`src/rtl/bin_to_bcd_seq_if.sv`:
```
// -----------------------------------------------------------------------------
// bin_to_bcd_seq_if
// Handshake and result bundle between a requester and the sequential
// binary-to-BCD converter.
//   master : drives start / bin_in / dp_en / dp_sel, observes the results
//   slave  : the converter side (bin_to_bcd_seq)
// Signals:
//   start        conversion request, looked at only while the converter is idle
//   bin_in       unsigned value to convert (IN_W bits)
//   dp_en/dp_sel decimal point enable and digit index, captured with bin_in
//   busy         conversion in progress
//   done         one-cycle pulse when val*/dot*/ovf update
//   ovf          captured value exceeded 9999
//   val3..val0   BCD digits, thousands..units
//   dot3..dot0   decimal point flags per digit
// -----------------------------------------------------------------------------
interface bin_to_bcd_seq_if #(
  parameter int IN_W = 14
);
  logic            start;
  logic [IN_W-1:0] bin_in;
  logic            dp_en;
  logic [1:0]      dp_sel;
  logic            busy;
  logic            done;
  logic            ovf;
  logic [3:0]      val3;
  logic [3:0]      val2;
  logic [3:0]      val1;
  logic [3:0]      val0;
  logic            dot3;
  logic            dot2;
  logic            dot1;
  logic            dot0;

  modport master (
    output start, bin_in, dp_en, dp_sel,
    input  busy, done, ovf, val3, val2, val1, val0, dot3, dot2, dot1, dot0
  );

  modport slave (
    input  start, bin_in, dp_en, dp_sel,
    output busy, done, ovf, val3, val2, val1, val0, dot3, dot2, dot1, dot0
  );
endinterface

```
`src/rtl/bin_to_bcd_seq.sv`:
```
// -----------------------------------------------------------------------------
// bin_to_bcd_seq
// Sequential double-dabble converter: turns an unsigned IN_W-bit value into
// four BCD digits plus decimal point flags for a 4-digit 7-segment driver.
// Results are registered and held between conversions so the display never
// shows intermediate digits.
//
// Ports:
//   clk  system clock, rising edge
//   rst  synchronous reset, active-high (wins over start)
//   bus  bin_to_bcd_seq_if.slave (start, bin_in, dp_en, dp_sel in;
//        busy, done, ovf, val3..val0, dot3..dot0 out)
//
// Parameter IN_W (legal 10..14): input width; a conversion takes IN_W
// iteration cycles, start edge to done is IN_W+1 clocks.
//
// Optional macro BCD_SATURATE_EN: when defined, a captured value above 9999
// loads 9,9,9,9 instead of the value mod 10000. ovf is set in both modes and
// timing and dot outputs are unaffected.
// -----------------------------------------------------------------------------
module bin_to_bcd_seq #(
  parameter int IN_W = 14
) (
  input  logic                clk,
  input  logic                rst,
  bin_to_bcd_seq_if.slave     bus
);

  localparam int CNT_W = $clog2(IN_W + 1);

  typedef enum logic [1:0] {
    IDLE     = 2'd0,
    CONV     = 2'd1,
    LOAD_OUT = 2'd2
  } state_e;

  state_e          state_q,    state_d;
  logic [IN_W-1:0] shift_q,    shift_d;
  logic [15:0]     bcd_q,      bcd_d;
  logic [CNT_W-1:0] cnt_q,     cnt_d;
  logic            dp_en_q,    dp_en_d;
  logic [1:0]      dp_sel_q,   dp_sel_d;
  logic            ovf_pend_q, ovf_pend_d;
  logic            busy_q,     busy_d;
  logic            done_q,     done_d;
  logic            ovf_q,      ovf_d;
  logic [15:0]     val_q,      val_d;
  logic [3:0]      dot_q,      dot_d;
  logic [15:0]     adj_bcd;

  // Double-dabble correction for one digit ahead of the doubling shift.
  function automatic logic [3:0] add3(input logic [3:0] d);
    return (d >= 4'd5) ? (d + 4'd3) : d;
  endfunction

  function automatic logic [15:0] dabble_adjust(input logic [15:0] b);
    return {add3(b[15:12]), add3(b[11:8]), add3(b[7:4]), add3(b[3:0])};
  endfunction

`ifdef BCD_SATURATE_EN
  function automatic logic [15:0] sat_digits(input logic [15:0] acc,
                                             input logic        ov);
    return ov ? 16'h9999 : acc;
  endfunction
`endif

  always_comb begin
    state_d    = state_q;
    shift_d    = shift_q;
    bcd_d      = bcd_q;
    cnt_d      = cnt_q;
    dp_en_d    = dp_en_q;
    dp_sel_d   = dp_sel_q;
    ovf_pend_d = ovf_pend_q;
    busy_d     = busy_q;
    done_d     = 1'b0;
    ovf_d      = ovf_q;
    val_d      = val_q;
    dot_d      = dot_q;
    adj_bcd    = dabble_adjust(bcd_q);

    case (state_q)
      IDLE: begin
        if (bus.start) begin
          shift_d    = bus.bin_in;
          bcd_d      = 16'd0;
          cnt_d      = '0;
          dp_en_d    = bus.dp_en;
          dp_sel_d   = bus.dp_sel;
          ovf_pend_d = ({{(32-IN_W){1'b0}}, bus.bin_in} > 32'd9999);
          busy_d     = 1'b1;
          state_d    = CONV;
        end
      end

      CONV: begin
        // The bit leaving the thousands digit is dropped, so the accumulator
        // ends up holding the value mod 10000.
        bcd_d   = (adj_bcd << 1) | {15'd0, shift_q[IN_W-1]};
        shift_d = shift_q << 1;
        cnt_d   = cnt_q + 1'b1;
        if (cnt_q == CNT_W'(IN_W - 1)) begin
          state_d = LOAD_OUT;
        end
      end

      LOAD_OUT: begin
`ifdef BCD_SATURATE_EN
        val_d = sat_digits(bcd_q, ovf_pend_q);
`else
        val_d = bcd_q;
`endif
        dot_d   = dp_en_q ? (4'b0001 << dp_sel_q) : 4'b0000;
        ovf_d   = ovf_pend_q;
        done_d  = 1'b1;
        busy_d  = 1'b0;
        state_d = IDLE;
      end

      default: begin
        state_d = IDLE;
        busy_d  = 1'b0;
      end
    endcase
  end

  always_ff @(posedge clk) begin
    if (rst) begin
      state_q    <= IDLE;
      shift_q    <= '0;
      bcd_q      <= 16'd0;
      cnt_q      <= '0;
      dp_en_q    <= 1'b0;
      dp_sel_q   <= 2'd0;
      ovf_pend_q <= 1'b0;
      busy_q     <= 1'b0;
      done_q     <= 1'b0;
      ovf_q      <= 1'b0;
      val_q      <= 16'd0;
      dot_q      <= 4'd0;
    end else begin
      state_q    <= state_d;
      shift_q    <= shift_d;
      bcd_q      <= bcd_d;
      cnt_q      <= cnt_d;
      dp_en_q    <= dp_en_d;
      dp_sel_q   <= dp_sel_d;
      ovf_pend_q <= ovf_pend_d;
      busy_q     <= busy_d;
      done_q     <= done_d;
      ovf_q      <= ovf_d;
      val_q      <= val_d;
      dot_q      <= dot_d;
    end
  end

  assign bus.busy = busy_q;
  assign bus.done = done_q;
  assign bus.ovf  = ovf_q;
  assign bus.val3 = val_q[15:12];
  assign bus.val2 = val_q[11:8];
  assign bus.val1 = val_q[7:4];
  assign bus.val0 = val_q[3:0];
  assign bus.dot3 = dot_q[3];
  assign bus.dot2 = dot_q[2];
  assign bus.dot1 = dot_q[1];
  assign bus.dot0 = dot_q[0];

endmodule

```
`src/flat_wrapper.sv`:
```
// flat-port wrapper written by rule: the top's interface ports become plain ports
module bin_to_bcd_seq_flat 
#(
  parameter int IN_W = 14
)
  (clk, rst, bus_start, bus_bin_in, bus_dp_en, bus_dp_sel, bus_busy, bus_done, bus_ovf, bus_val3, bus_val2, bus_val1, bus_val0, bus_dot3, bus_dot2, bus_dot1, bus_dot0);
  bin_to_bcd_seq_if #(.IN_W(IN_W)) bus_i ();
  input  logic clk;
  input  logic rst;
  input wire logic [$bits(bus_i.start)-1:0] bus_start;
  input wire logic [$bits(bus_i.bin_in)-1:0] bus_bin_in;
  input wire logic [$bits(bus_i.dp_en)-1:0] bus_dp_en;
  input wire logic [$bits(bus_i.dp_sel)-1:0] bus_dp_sel;
  output wire logic [$bits(bus_i.busy)-1:0] bus_busy;
  output wire logic [$bits(bus_i.done)-1:0] bus_done;
  output wire logic [$bits(bus_i.ovf)-1:0] bus_ovf;
  output wire logic [$bits(bus_i.val3)-1:0] bus_val3;
  output wire logic [$bits(bus_i.val2)-1:0] bus_val2;
  output wire logic [$bits(bus_i.val1)-1:0] bus_val1;
  output wire logic [$bits(bus_i.val0)-1:0] bus_val0;
  output wire logic [$bits(bus_i.dot3)-1:0] bus_dot3;
  output wire logic [$bits(bus_i.dot2)-1:0] bus_dot2;
  output wire logic [$bits(bus_i.dot1)-1:0] bus_dot1;
  output wire logic [$bits(bus_i.dot0)-1:0] bus_dot0;
  assign bus_i.start = bus_start;
  assign bus_i.bin_in = bus_bin_in;
  assign bus_i.dp_en = bus_dp_en;
  assign bus_i.dp_sel = bus_dp_sel;
  assign bus_busy = bus_i.busy;
  assign bus_done = bus_i.done;
  assign bus_ovf = bus_i.ovf;
  assign bus_val3 = bus_i.val3;
  assign bus_val2 = bus_i.val2;
  assign bus_val1 = bus_i.val1;
  assign bus_val0 = bus_i.val0;
  assign bus_dot3 = bus_i.dot3;
  assign bus_dot2 = bus_i.dot2;
  assign bus_dot1 = bus_i.dot1;
  assign bus_dot0 = bus_i.dot0;
  bin_to_bcd_seq #(.IN_W(IN_W)) u_core (.clk(clk), .rst(rst), .bus(bus_i));
endmodule
```
`config.mk`:
```
export PLATFORM = sky130hd
export DESIGN_NAME = bin_to_bcd_seq_flat
export DESIGN_NICKNAME = d
export VERILOG_FILES = /design/src/rtl/bin_to_bcd_seq_if.sv /design/src/rtl/bin_to_bcd_seq.sv /design/src/flat_wrapper.sv
export SDC_FILE = /design/constraint.sdc
export NUM_CORES = 1
export LEC_CHECK = 0
export CAP_MARGIN = 10
export CORE_MARGIN = 3
export CORE_UTILIZATION = 50
export CTS_BUF_LIST = sky130_fd_sc_hd__clkbuf_4 sky130_fd_sc_hd__clkbuf_8
export CTS_CLUSTER_DIAMETER = 30
export DETAILED_ROUTE_END_ITERATION = 10
export PLACE_DENSITY = 0.78
export SYNTH_ARGS = -nofsm -noshare
export SYNTH_HDL_FRONTEND = slang
export SYNTH_SLANG_ARGS = --single-unit
```
`constraint.sdc`:
```
create_clock -name clk -period 1.4 [get_ports clk]
set_input_delay 0.14 -clock clk [delete_from_list [all_inputs] [get_ports clk]]
set_output_delay 0.14 -clock clk [all_outputs]
set_load 0.005 [all_outputs]
```
; ---- Word level (Yosys, flattened, before mapping)
; Cells that the tools add are included.
[word_totals]
reg_bits = 63
input_bits = 20
out_inout_bits = 23
elab_cells = 53
[classes]
add_sub_neg = 5
order_cmp = 5
n_eq_ne = 5
shifts = 1
muxes = 17
bitwise = 2
reduce_logical = 6
[ops]
columns = cell, n
row1 = $pmux 16 s2, 1
row2 = $pmux 14 s2, 1
row3 = $mux 4, 5
row4 = $ge 4x3->1 const B, 4
row5 = $mux 16, 1
row6 = $or 16x1->16, 1
row7 = $gt 14x14->1 const B, 1
row8 = $mux 14, 1
row9 = $add 4x2->4 const B, 3
row10 = $pmux 4 s2, 1
row11 = $reduce_and 2->1, 4
row12 = $add 4x1->4 const B, 1
row13 = $eq 4x4->1 const B, 1
row14 = $mux 2, 2
row15 = $pmux 2 s2, 1
row16 = $shl 1x2->4 const A, 1
row17 = $add 3x2->3 const B, 1
row18 = $mux 3, 1
row19 = $eq 2x1->1 const B, 1
row20 = $eq 2x2->1 const B, 1
row21 = $logic_not 2->1, 1
row22 = $mux 1, 2
row23 = $ne 2x1->1 const B, 1
row24 = $ne 2x2->1 const B, 1
row25 = 3 further kinds, 3

; ---- Longest topological paths before layout
[logic_depth]
word_depth = 4
mapped_depth = 6
depth_no_buf = 6

; ---- Least setup slack after synthesis
; No wires, ideal clock.
[synth_path]
path_type = reg-to-reg
start = reg u_core.bcd_q[1]
end = reg u_core.bcd_q[2]
setup_time_ps = 117
arrival_ps = 1250
t_required_ps = 1283
setup_slack_ps = 33
stages_incl_launch_ff = 7
path_buffers = 0
synth_period_minus_slack_ps = 1367
cell_sequence = dfxtp_1 inv_1 ha_1 nand2b_1 a21oi_1 mux2i_1 a22o_1
[synth_via]
elab_chain_cells = 4
word_cells_on_any_way = 5
classes_between = add/sub (1) / order compare (1) / mux (2) / bitwise (1)
[synth_lines]
columns = item, line_no
row1 = from (decl), bin_to_bcd_seq.sv:39  ; logic [15:0] bcd_q, bcd_d;
row2 = from (signal assigned), bin_to_bcd_seq.sv:131  ; bcd_q <= 16'd0;
row3 = from (signal assigned), bin_to_bcd_seq.sv:144  ; bcd_q <= bcd_d;
row4 = $add 4x2->4 or $ge 4x3->1 (tied branches), bin_to_bcd_seq.sv:53  ; return (d >= 4'd5) ? (d + 4'd3) : d;
row5 = $mux 4 (*), bin_to_bcd_seq.sv:53
row6 = $or 16x1->16 (*), bin_to_bcd_seq.sv:99  ; bcd_d = (adj_bcd << 1) | {15'd0, shift_q[IN_W-1]};
row7 = $pmux 16 s2 (*), bin_to_bcd_seq.sv:82  ; case (state_q)
; Mark *: on every way between the ends. The rest lies on a longest branch, timed or not.
; A chain may end at the register's enable or synchronous reset.

; ---- Worst setup path after layout
[layout_path]
start = reg u_core.state_q[1]
end = reg u_core.bcd_q[12]
[layout_via]
elab_chain_cells = 3
word_cells_on_any_way = 6
classes_between = eq/ne (2) / mux (1) / reduce/logical (3)
[layout_lines]
columns = item, line_no
row1 = from (decl), bin_to_bcd_seq.sv:37  ; state_e state_q, state_d;
row2 = from (signal assigned), bin_to_bcd_seq.sv:142  ; state_q <= state_d;
row3 = $eq 2x1->1 or $logic_not 2->1 (tied branches), bin_to_bcd_seq.sv:82
row4 = $reduce_bool 2->1 (no line) or $ne 2x2->1 (tied branches), -
row5 = $reduce_and 2->1 (no line), -
; Parallel ways exist; a longest one is shown, timed or not.

==> summary by stage <==
Status
The flow ran to the end, and the final reports show no timing, DRC or antenna violations.

CTS
After clock tree synthesis, the clock-pin slew on the worst setup and hold paths is about 70 ps. No sink is reached through more buffers than the 2 on the longest clock path. Buffers added to address setup during post-CTS repair amount to 0. The count of hold-fix buffers inserted at cts is 0. Clock tree synthesis inserted a total of 9 buffers. Clock latency on the worst-skew pair, taken at its later pin, is about 340 ps. The H-tree depth reported by CTS is 3. The CTS tree is done. The library cell used as clock root buffer is sky130_fd_sc_hd__clkbuf_8.

The clock sink count is 63.

Logic synthesis
The post-synthesis instance area is 2656 sq um. In the post-synthesis netlist, the cell with the most instances is sky130_fd_sc_hd__dfxtp_1. Of the total synthesized cell area, the portion taken by full adders, half adders and majority gates is 0.04710. The share of synthesized area occupied by flip-flops and latches is 0.4748. The number of unique standard cell types used by synthesis is 33. Of the total synthesized cell area, the portion taken by AND, OR, NAND and NOR gates is 0.2581. Counting flops and latches in the post-synthesis netlist gives 63. The number of nets in the synthesized netlist is 350.

Ranked by total cell area, the synthesized netlist is headed by sky130_fd_sc_hd__dfxtp_1 (47%), sky130_fd_sc_hd__a21oi_1 (7.3%), sky130_fd_sc_hd__nor2_1 (7.1%). The biggest area contributor in the post-synthesis netlist is sky130_fd_sc_hd__dfxtp_1. The number of warning messages in the yosys log is 0.

The number of cells produced by synthesis is 320. The proportion of synthesized flip-flops having asynchronous set or reset is 0. The xor and xnor area share after synthesis is 0.02308.

The fraction of the mapped netlist area in compound gates is 0.1300. The dominant synthesized flop cell is sky130_fd_sc_hd__dfxtp_1. The synthesized area per cell is just over 8 sq um. By count the netlist is led by sky130_fd_sc_hd__dfxtp_1 (63), sky130_fd_sc_hd__nor2_1 (50), sky130_fd_sc_hd__nand2_1 (49). The mux contribution to synthesized area is 0.01931. The count of flip-flops with a built-in enable after synthesis is 0. The share of synthesized area in the top cell type comes to 0.4748. After synthesis, the largest family of logic cells by area is simple AND/OR/NAND/NOR gates.

Global routing
The initial antenna violation count came to 0. Entering global routing, the biggest net connects 30 pins. Global routing finished with a remaining overflow of 0. The number of global-route vias before repair is between 2000 and 2500. The first global-routing pass estimated roughly 10 mm of wire.

For this run, the total global-route usage over all layers was measured as 0.2088.

Timing
The minimum period implied by the final worst setup slack is 1369 ps. Setup violations remaining at the end of the flow were counted as 0. At the pin with the least slew margin, the transition time is a little over 400 ps. The period utilization is 0.9780.

The upper clock frequency limit is between 700 and 800 MHz. For the final database, setup skew stands at approximately 12 ps. The number of hold violations in the final report was 0. The count of pins over their slew limit was 0. Headroom to the max-slew limit came out at 0.7276. Setup total negative slack on the finished layout was measured at 0 ps. Setup repair after global routing could not meet its margin everywhere.

Routing
The number of iterations in the first detailed-routing pass is 4. In the final routed layout, each cell accounts on average for approximately 13 microns. The overall routed net length is about 6 mm.

The via count is ~2400. In the routed design, unresolved DRC markers number 0. The detail route stage leaves a number of antenna-violating nets equal to 0. The DRC marker count from the first detailed-route iteration is around 150. Using the TritonRoute via totals, the vias-per-cell ratio works out to roughly 5.3.

Layout
In the final layout, the share of cells above drive strength 1 is 0.2108. The finished cells cover approximately 3600 sq um. The final standard cell utilization of the core is 0.7366. The synthesis-to-layout area growth is 36.18%.

In the final layout, the multi-input gates occupy ~1400 sq um. The total inserted antenna cells is 0. The count of filler cells inserted in the layout is a little under 400. After the last flow step, the layout net total stands at ~410. In the final layout, flip-flops and latches occupy roughly 1300 sq um.

Power and ir drop
Of the total power, the clock network draws 0.434. The maximum resistive drop on vdd is just over 700 uV. The switching power share of the total is 0.2260. The share of total power dissipated in sequential elements is 0.476. Summed over all cells, the static leakage comes to ~1.4 nW. The share of total power in combinational logic is 0.090. Summed over all nets, the switching power comes to approximately 0.9 mW. The internal power of the cells totals 3.073 mW.

The total power per unit cell area is around 1100 nW/um^2.

Floorplanning
The starting density of the core is 0.5409. The vertical die dimension is a little under 80 microns. The die area is between 6000 and 7000 sq um. 43 I/O pins were placed. From left edge to right edge, the die measures just under 80 microns. The number of cell rows is 25. The core region is roughly 5000 sq um.

Worst setup path
The worst register-to-register path begins at u_core.state_q[1]. The critical path endpoint category is a flop. The critical path launch point is u_core.state_q[1]. Together, buffers and inverters on the worst path number 0. STA classifies the critical path startpoint as a flop. Data on the critical path arrives at its endpoint at roughly 1700 ps.

The kind of critical path is flop to flop. The maximum fanout along the worst path is 7. The setup slack on the worst flop-to-flop path is around 30 ps.

The slowest stage of the critical path is the sky130_fd_sc_hd__or4b_4 cell. In this design, the largest share of critical-path delay is due to simple AND/OR/NAND/NOR gates. The critical path goes through nand2b_2, or4b_4, a21oi_2. The required arrival time at the worst endpoint is ~1700 ps. The largest incremental delay on the critical path is approximately 550 ps.

Worst hold path
In this run the most critical hold path is launched from rst. The path class of the lowest-slack min-delay path is input port to flop.

Place
Routability-driven placement finished with a final weighted congestion of between 0.7 and 0.8. The HPWL after detailed placement is 4.262 mm. The area of placed instances is 3293 sq um.

In this run the tool buffered the top-level ports with 42 buffer cells.

Job
Max-cap violations in this run came to 0.
## what timing repair did
action,in CTS,in global routing
pin swaps,0,5
setup endpoints to repair,10,48
resized for setup,7,25
## worst reg2reg max path, cell delays in order (launching register included)
cell and delay (ps):
sky130_fd_sc_hd__dfxtp_1 350, sky130_fd_sc_hd__nand2b_2 290, sky130_fd_sc_hd__or4b_4 550, sky130_fd_sc_hd__a21oi_2 120
## through the flow
step / power [mW] / instances / hold slack, ps / setup WS [ps]
CTS: 3.982 / 456 / 206.7 / -2.124
detailed placement: 2.259 / 440 / 444.8 / -210.2
global placement: 2.250 / 440 / 440.0 / -171.0
finish: 3.970 / 456 / 215.7 / 30.77
global route: 4.119 / 456 / 237.0 / -36.03
floorplan: 2.113 / 320 / 276.0 / 32.83
## cell type report
| type | instances | area share |
|---|---|---|
| multi-input cells | 230 | 0.3784 |
| flip-flops and latches | 63 | 0.3507 |
| repair buffers | 71 | 0.1785 |
| clock buffers | 12 | 0.04047 |
| well taps | 67 | 0.02318 |
| clock inverters | 4 | 0.01937 |
| inverters | 9 | 0.009339 |
## worst paths after layout
kind / endpoint / depth (start not counted)
setup / recovery: u_core.bcd_q[12] / 3
hold / removal: u_core.val_q[14] / 3
setup reg to reg: u_core.bcd_q[12] / 3
hold reg to reg: u_core.bcd_q[0] / 2
## registers in the layout (all words and copies together), names as in the netlist
name and count:
u_core.ovf_pend_q 1, u_core.bcd_q 16, u_core.dot_q 4, u_core.dp_sel_q 2
u_core.dp_en_q 1, u_core.cnt_q 4, u_core.state_q 2, u_core.shift_q 14
u_core.bus.ovf 1, u_core.bus.done 1, u_core.val_q 16, u_core.bus.busy 1
## logic make-up (layout without fill, tap and decap cells)
| family | count (synthesis) | count (layout) |
|---|---|---|
| xor+xnor | 7 | 7 |
| buf+inv | 27 | 96 |
| mux | 5 | 5 |
| flops | 63 | 63 |
| simple gates | 148 | 148 |
| fa+ha+maj | 10 | 10 |
| compound gates | 60 | 60 |
## power by group through the flow
stage | combinational (mW) | clock (mW) | sequential, mW
after global placement | 0.327 | 0 | 1.92
after detailed placement | 0.334 | 0 | 1.92
final | 0.355 | 1.72 | 1.89
after global routing | 0.398 | 1.83 | 1.90
after floorplan | 0.196 | 0 | 1.92
after CTS | 0.340 | 1.76 | 1.89
## cells in the final DEF, fill, tap and decap left out, drive strengths merged, types with 10 or more instances in the layout
cell and instances:
clkbuf 12, nand2 50, a22o 10, nor2 52
ha 10, dfxtp 63, buf 30, clkdlybuf4s50 41
nor4 13, a21oi 39
## per-layer routing
layer | GRT usage | vias to the layer above | wire length [microns] | share of wire
li1 | - | 1215 | - | -
met1 | 0.2605 | 1116 | 2686 | 0.44
met2 | 0.3430 | 53 | 3013 | 0.50
met3 | 0.04082 | 13 | 218 | 0.036
met4 | 0.1065 | 0 | 140 | 0.023
met5 | 0 | - | 0 | 0
Note: power is estimated with default switching activity, not from simulation.
